### config.mk
export PLATFORM = sky130hd
export DESIGN_NAME = tlb_op_seq
export DESIGN_NICKNAME = d
export VERILOG_FILES = /design/src/rtl/tlb_op_seq_pkg.sv /design/src/rtl/tlb_inv_match.sv /design/src/rtl/tlb_op_seq.sv
export SDC_FILE = /design/constraint.sdc
export NUM_CORES = 1
export LEC_CHECK = 0
export CORE_MARGIN = 10
export CORE_UTILIZATION = 47
export CTS_CLUSTER_SIZE = 10
export DETAILED_ROUTE_END_ITERATION = 10
export GPL_TIMING_DRIVEN = 0
export PLACE_DENSITY = 0.84
export SLEW_MARGIN = 20
export SYNTH_ARGS = -nofsm -noshare
export SYNTH_HDL_FRONTEND = slang
export SYNTH_SLANG_ARGS = --single-unit
### constraint.sdc
create_clock -name clk -period 2.22 [get_ports clk]
set_clock_uncertainty 0.1 [all_clocks]
set_input_delay 0.333 -clock clk [delete_from_list [all_inputs] [get_ports clk]]
set_output_delay 0.333 -clock clk [all_outputs]
set_load 0.01 [all_outputs]
### src/rtl/tlb_op_seq_pkg.sv
// Shared constants and types for the TLB maintenance-op sequencer.
// Latency: n/a (package only).
// Backpressure: n/a (package only).
package tlb_op_seq_pkg;

    // TLB geometry
    localparam int TLB_NUM  = 32;
    localparam int TLB_IDXW = $clog2(TLB_NUM);

    // Sequencer states
    typedef enum logic [2:0] {
        ST_IDLE      = 3'd0,
        ST_WR        = 3'd1,
        ST_RD        = 3'd2,
        ST_RD_CAP    = 3'd3,
        ST_INV_SCAN  = 3'd4,
        ST_INV_DRAIN = 3'd5,
        ST_DONE      = 3'd6
    } state_t;

    // Bit positions inside the one-hot req_op code
    localparam int OP_INVTLB  = 0;
    localparam int OP_TLBWR   = 1;
    localparam int OP_TLBRD   = 2;
    localparam int OP_TLBFILL = 3;

    // invtlb operation codes; anything above INV_GA_VA is a no-op
    localparam logic [4:0] INV_ALL0       = 5'd0;
    localparam logic [4:0] INV_ALL1       = 5'd1;
    localparam logic [4:0] INV_G1         = 5'd2;
    localparam logic [4:0] INV_G0         = 5'd3;
    localparam logic [4:0] INV_G0_ASID    = 5'd4;
    localparam logic [4:0] INV_G0_ASID_VA = 5'd5;
    localparam logic [4:0] INV_GA_VA      = 5'd6;

    // invtlb operands as latched on acceptance
    typedef struct packed {
        logic [4:0]  op;
        logic [9:0]  asid;
        logic [18:0] vpn;
    } inv_args_t;

    // True when exactly one request bit is set
    function automatic logic op_is_onehot(input logic [3:0] v);
        return (v != 4'd0) && ((v & (v - 4'd1)) == 4'd0);
    endfunction

endpackage

### src/rtl/tlb_inv_match.sv
// Purpose: decides whether one TLB entry is hit by an invtlb operation.
// Latency: purely combinational, zero cycles.
// Backpressure: none; evaluated whenever read data is presented.
//
// Ports: r_e/r_g/r_asid/r_vppn describe the entry read from the TLB,
//        inv_op/inv_asid/inv_vpn are the latched invtlb operands,
//        match is high when the entry is valid and the op rule holds.
module tlb_inv_match
    import tlb_op_seq_pkg::*;
(
    input  logic        r_e,
    input  logic        r_g,
    input  logic [9:0]  r_asid,
    input  logic [18:0] r_vppn,
    input  logic [4:0]  inv_op,
    input  logic [9:0]  inv_asid,
    input  logic [18:0] inv_vpn,
    output logic        match
);

    logic asid_eq;
    logic vppn_eq;
    logic rule_hit;

    assign asid_eq = (r_asid == inv_asid);
    assign vppn_eq = (r_vppn == inv_vpn);

    always_comb begin
        rule_hit = 1'b0;
        case (inv_op)
            INV_ALL0, INV_ALL1: rule_hit = 1'b1;
            INV_G1:             rule_hit = r_g;
            INV_G0:             rule_hit = !r_g;
            INV_G0_ASID:        rule_hit = !r_g && asid_eq;
            INV_G0_ASID_VA:     rule_hit = !r_g && asid_eq && vppn_eq;
            INV_GA_VA:          rule_hit = (r_g || asid_eq) && vppn_eq;
            default:            rule_hit = 1'b0;
        endcase
    end

    // Invalid entries are never cleared, whatever the rule says
    assign match = r_e && rule_hit;

endmodule

### src/rtl/tlb_op_seq.sv
// Purpose: sequences tlbwr/tlbfill/tlbrd/invtlb onto the TLB read/write/clear ports.
// Latency: tlbwr/tlbfill 2, tlbrd 3, invtlb TLBNUM+2, no-op 1 cycle (accept to done).
// Backpressure: req_ready only in IDLE; requests in other states wait un-sampled.
//
// Ports: req_valid/req_ready/req_op + inv_* + csr_tlbidx form the request side;
//        tlb_we/tlb_w_index, tlb_re/tlb_r_index (+ r_* data one cycle later) and
//        tlb_clr/tlb_clr_index drive the TLB; rd_capture, done, busy report status.
module tlb_op_seq
    import tlb_op_seq_pkg::*;
#(
    parameter  int TLBNUM = TLB_NUM,
    localparam int IDXW   = $clog2(TLBNUM)
) (
    input  logic            clk,
    input  logic            reset,
    input  logic            req_valid,
    output logic            req_ready,
    input  logic [3:0]      req_op,
    input  logic [4:0]      inv_op,
    input  logic [9:0]      inv_asid,
    input  logic [18:0]     inv_vpn,
    input  logic [IDXW-1:0] csr_tlbidx,
    output logic            tlb_we,
    output logic [IDXW-1:0] tlb_w_index,
    output logic            tlb_re,
    output logic [IDXW-1:0] tlb_r_index,
    input  logic            r_e,
    input  logic            r_g,
    input  logic [9:0]      r_asid,
    input  logic [18:0]     r_vppn,
    output logic            tlb_clr,
    output logic [IDXW-1:0] tlb_clr_index,
    output logic            rd_capture,
    output logic            done,
    output logic            busy
);

    localparam logic [IDXW-1:0] LAST_IDX = IDXW'(TLBNUM - 1);

    state_t          state;
    inv_args_t       inv_q;
    logic [IDXW-1:0] fill_cnt;
    logic [IDXW-1:0] scan_idx;
    // Compare stage of the invtlb scan: entry cmp_idx's data is on r_* now
    logic            cmp_vld;
    logic [IDXW-1:0] cmp_idx;
    logic            hit;

    // Free-running fill pointer; tlbfill picks whatever value it holds on acceptance
    always_ff @(posedge clk or negedge reset) begin
        if (!reset) begin
            fill_cnt <= '0;
        end else if (fill_cnt == LAST_IDX) begin
            fill_cnt <= '0;
        end else begin
            fill_cnt <= fill_cnt + IDXW'(1);
        end
    end

    // Control FSM. Every strobe is registered together with the state it
    // belongs to, so outputs are glitch-free and all-zero under reset.
    always_ff @(posedge clk or negedge reset) begin
        if (!reset) begin
            state       <= ST_IDLE;
            inv_q       <= '0;
            scan_idx    <= '0;
            cmp_vld     <= 1'b0;
            cmp_idx     <= '0;
            req_ready   <= 1'b0;
            busy        <= 1'b0;
            done        <= 1'b0;
            tlb_we      <= 1'b0;
            tlb_w_index <= '0;
            tlb_re      <= 1'b0;
            tlb_r_index <= '0;
            rd_capture  <= 1'b0;
        end else begin
            // Strobes default low; each state re-asserts what the next cycle needs
            tlb_we     <= 1'b0;
            tlb_re     <= 1'b0;
            rd_capture <= 1'b0;
            done       <= 1'b0;
            req_ready  <= 1'b0;
            busy       <= 1'b1;

            // A read issued during INV_SCAN is compared one cycle later
            cmp_vld <= (state == ST_INV_SCAN);
            cmp_idx <= scan_idx;

            case (state)
                ST_IDLE: begin
                    if (req_valid && req_ready) begin
                        inv_q    <= '{op: inv_op, asid: inv_asid, vpn: inv_vpn};
                        scan_idx <= '0;
                        if (!op_is_onehot(req_op)) begin
                            state <= ST_DONE;
                            done  <= 1'b1;
                        end else if (req_op[OP_TLBWR] || req_op[OP_TLBFILL]) begin
                            state       <= ST_WR;
                            tlb_we      <= 1'b1;
                            tlb_w_index <= req_op[OP_TLBFILL] ? fill_cnt : csr_tlbidx;
                        end else if (req_op[OP_TLBRD]) begin
                            state       <= ST_RD;
                            tlb_re      <= 1'b1;
                            tlb_r_index <= csr_tlbidx;
                        end else if (inv_op <= INV_GA_VA) begin
                            state       <= ST_INV_SCAN;
                            tlb_re      <= 1'b1;
                            tlb_r_index <= '0;
                        end else begin
                            // Undefined invtlb op: complete without touching the TLB
                            state <= ST_DONE;
                            done  <= 1'b1;
                        end
                    end else begin
                        // Also covers the first cycle after reset, when req_ready is still low
                        req_ready <= 1'b1;
                        busy      <= 1'b0;
                    end
                end

                ST_WR: begin
                    state <= ST_DONE;
                    done  <= 1'b1;
                end

                ST_RD: begin
                    state      <= ST_RD_CAP;
                    rd_capture <= 1'b1;
                end

                ST_RD_CAP: begin
                    state <= ST_DONE;
                    done  <= 1'b1;
                end

                ST_INV_SCAN: begin
                    if (scan_idx == LAST_IDX) begin
                        state <= ST_INV_DRAIN;
                    end else begin
                        scan_idx    <= scan_idx + IDXW'(1);
                        tlb_re      <= 1'b1;
                        tlb_r_index <= scan_idx + IDXW'(1);
                    end
                end

                ST_INV_DRAIN: begin
                    // Last entry is compared in this cycle via cmp_vld
                    state    <= ST_DONE;
                    done     <= 1'b1;
                    scan_idx <= '0;
                end

                ST_DONE: begin
                    state     <= ST_IDLE;
                    req_ready <= 1'b1;
                    busy      <= 1'b0;
                end

                default: begin
                    state     <= ST_IDLE;
                    req_ready <= 1'b1;
                    busy      <= 1'b0;
                end
            endcase
        end
    end

    tlb_inv_match u_match (
        .r_e      (r_e),
        .r_g      (r_g),
        .r_asid   (r_asid),
        .r_vppn   (r_vppn),
        .inv_op   (inv_q.op),
        .inv_asid (inv_q.asid),
        .inv_vpn  (inv_q.vpn),
        .match    (hit)
    );

    // Clear is issued in the compare cycle itself, gated by a registered
    // qualifier so it drops the moment reset asserts.
    assign tlb_clr       = cmp_vld && hit;
    assign tlb_clr_index = cmp_idx;

    // Write and clear come from disjoint states and must never overlap
    a_we_clr_excl: assert property (@(posedge clk) disable iff (!reset)
        !(tlb_we && tlb_clr));

    // Reads only in the two states that issue them
    a_re_states: assert property (@(posedge clk) disable iff (!reset)
        tlb_re |-> (state == ST_RD || state == ST_INV_SCAN));

    // done is a single-cycle pulse
    a_done_pulse: assert property (@(posedge clk) disable iff (!reset)
        done |=> !done);

endmodule

==> out/metrics.yaml <==
run_status: "finished, violations left"
failed_checks: "negative setup slack"
design.portCount: 99
sequential_cell_area_um2: 1730
maximum_capacitance_violations: 0
clk-insertion-delay-late_ns: 0.33
nNetsFinal: 468
synth-edff-count: 0
timing.final.max_slew_violations: 0
dp_hpwl_um: 6440
worst_setup_path_end_kind: "output pin"
grt_overflow_total: 0
cts_made_buffers: 9
netlist_top_cells_area: "sky130_fd_sc_hd__dfrtp_1, sky130_fd_sc_hd__mux2_2, sky130_fd_sc_hd__xnor2_1"
finalSetupViolCount: 1
layout.core_utilization_pct: 68.2
setup_tns_final_ns: -0.170
max-slew-margin-rel_pct: 67.3
insertedDiodeCount: 0
syn2layout_area_growth_pct: 41.0
place.gp.congestion: 0.804
vias_in_the_first_global_route: 2632
post_detailed_route_drc_marker_count: 0
synthesized_instance_count: 277
grt_max_degree: 38
ir_worst_vdd_v: 0.000573
startpoint_type: "input pin"
cts_root_buf: "sky130_fd_sc_hd__clkbuf_8"
cts.reportedPaths.clkPinSlew_ns: 0.07
initial_antenna_violation_count: 0
timing.setup.critical_path_class: "in2out"
die-width_um: 104
layout.cells.most_common: "sky130_fd_sc_hd__clkdlybuf4s50_1"
cts_buffer_depth: 2
grt.total_usage_pct: 16.1
multi_input_area_um2: 1480
cts.htree.levels: 3
drt_iter0_markers: 77
final_critical_path_setup_slack_ns: -0.170
initial_utilization_pct: 48.4
worst-r2r-cell-count: 7
crit_arrival_ns: 1.96
hold_path_class: "in2reg"
synth_top_cell_by_area: "sky130_fd_sc_hd__dfrtp_1"
async_sr_flop_fraction_pct: 100
worstPathRequired_ns: 1.79
drive_gt1_share_pct: 20.2
synthFlopType: "sky130_fd_sc_hd__dfrtp_1"
cts.sinks: 69
timing.hold.worst_path_depth: 3
synth_warnings: 0
synth.top_cell.area_share_pct: 52.5
coreArea_um2: 6790
setup_repair_after_global_routing_missed_its_margin: "yes"
sequential_area_share_after_synthesis_pct: 52.5
maxClockFrequency_mhz: 418
num_rows: 30
timing.hold.ws_ns: 0.271
detailed_route_via_count: 2464
worst_slew_pin_slew_ns: 0.490
totalWireLength_um: 8600
cp_max_fo: 3
final.fill_count: 499
post_drt_via_cell_ratio: 5.05
p_per_area_nw_per_um2: 1080
period_needed_ns: 2.39
synth.distinct_cells: 41
grt_first_pass_wirelength_um: 14000
hold_viol_final: 0
tritoncts: "built"
ant_nets: 0
final_min_period_over_clock_period_pct: 108
synth_seq_cells: 69
die-area_um2: 10700
syn_area_um2: 3290
io_buffers: 96
p_leak_uw: 0.00197
chipHeight_um: 104
avgRoutedWirePerCell_um: 17.6
avgSynthCellArea_um2: 11.9
synth.net_count: 358
drt_first_pass_iters: 4
final_cell_mix: "sky130_fd_sc_hd__clkdlybuf4s50_1, sky130_fd_sc_hd__dfrtp_1, sky130_fd_sc_hd__mux2_2"
cell type report:
class	instances	share of cell area [%]
plain buffers	13	1.81
clock inverters	4	1.57
well taps	96	2.59
repair buffers	99	21.4
flip-flops and latches	69	37.3
multi-input cells	189	32.0
clock buffers	12	2.92
inverters	6	0.486
Yosys cell counts, drive strengths merged (2+ instances only):
library cell,instances
a21oi,4
a31oi,4
and3,3
buf,12
dfrtp,69
ha,4
inv,6
mux2,41
mux2i,5
nand2,22
nand2b,2
nand3,7
nand4,5
nor2,15
nor3,6
nor3b,2
nor4,3
o21ai,15
or4,2
xnor2,28
xor2,9
final timing paths:
kind,start,endpoint,slack (ns)
worst max-delay path,r_g,tlb_clr,-0.17
worst min-delay path,req_op[1],done,0.27
worst max register to register,scan_idx[0],scan_idx[3],0.11
worst min register to register,scan_idx[4],tlb_clr_index[4],0.33
max in group asynchronous,reset,req_ready,1.06
min in group asynchronous,reset,inv_q[19],0.41
what timing repair did:
item / 4_1_cts / 5_1_grt
endpoints found under the setup margin: 1 / 7
resized for setup: 6 / 6
setup buffers: 1 / 0
hold buffers: 1 / 0
endpoints found under the hold margin: 36 / 0
pin swaps: 5 / 2
cell families (layout without fill, tap and decap cells):
logic type               Yosys count  after routing  share of synthesized area [%]
multiplexers                      46             46                           16.1
XOR/XNOR                          37             37                           9.86
AND/OR/NAND/NOR                   71             71                           11.1
adder cells (fa/ha/maj)            4              4                           1.52
buffers and inverters             19            134                           3.24
AO/OA/AOI/OAI                     31             31                           5.63
flip-flops                        69             69                           52.5
sequential cells by signal (all words and copies together) (netlist names):
register and count:
state 3, tlb_clr_index 5, rd_capture 1, req_ready 1, done 1, tlb_w_index 5, inv_q 34, tlb_we 1
cmp_vld 1, tlb_r_index 5, tlb_re 1, busy 1, fill_cnt 5, scan_idx 5
report_power, final:
group / total [µW] / leakage (µW) / internal, µW / switching [µW]
Sequential: 2090 / 0.000869 / 1750 / 333
Clock: 1090 / 0.000101 / 633 / 459
Combinational: 1840 / 0.00100 / 1090 / 751
Total: 5020 / 0.00197 / 3480 / 1540
metrics by stage:
stage | cell area (µm²) | setup WS (ns) | power (µW) | cells
after floorplan | 3290 | 0.196 | 3180 | 277
after global placement | 4370 | -1.62 | 3820 | 469
after detailed placement | 4390 | -0.724 | 3920 | 470
after CTS | 4610 | -0.214 | 5060 | 488
after global routing | 4630 | -0.258 | 5340 | 488
final | 4630 | -0.170 | 5020 | 488
critical path, stage by stage:
cell,delay [ns]
sky130_fd_sc_hd__clkdlybuf4s50_1,0.48
sky130_fd_sc_hd__or4_4,0.58
sky130_fd_sc_hd__nor3_4,0.14
sky130_fd_sc_hd__a32oi_1,0.11
sky130_fd_sc_hd__o22ai_1,0.14
sky130_fd_sc_hd__buf_2,0.17
metal layers:
metal,track usage (%),vias up,wire length (µm)
met3,4.71,6,561
met2,24.5,81,4020
met4,5.44,0,64
met5,0,-,0
li1,-,1183,-
met1,21.2,1194,3950
(Power assumes the default switching activity.)
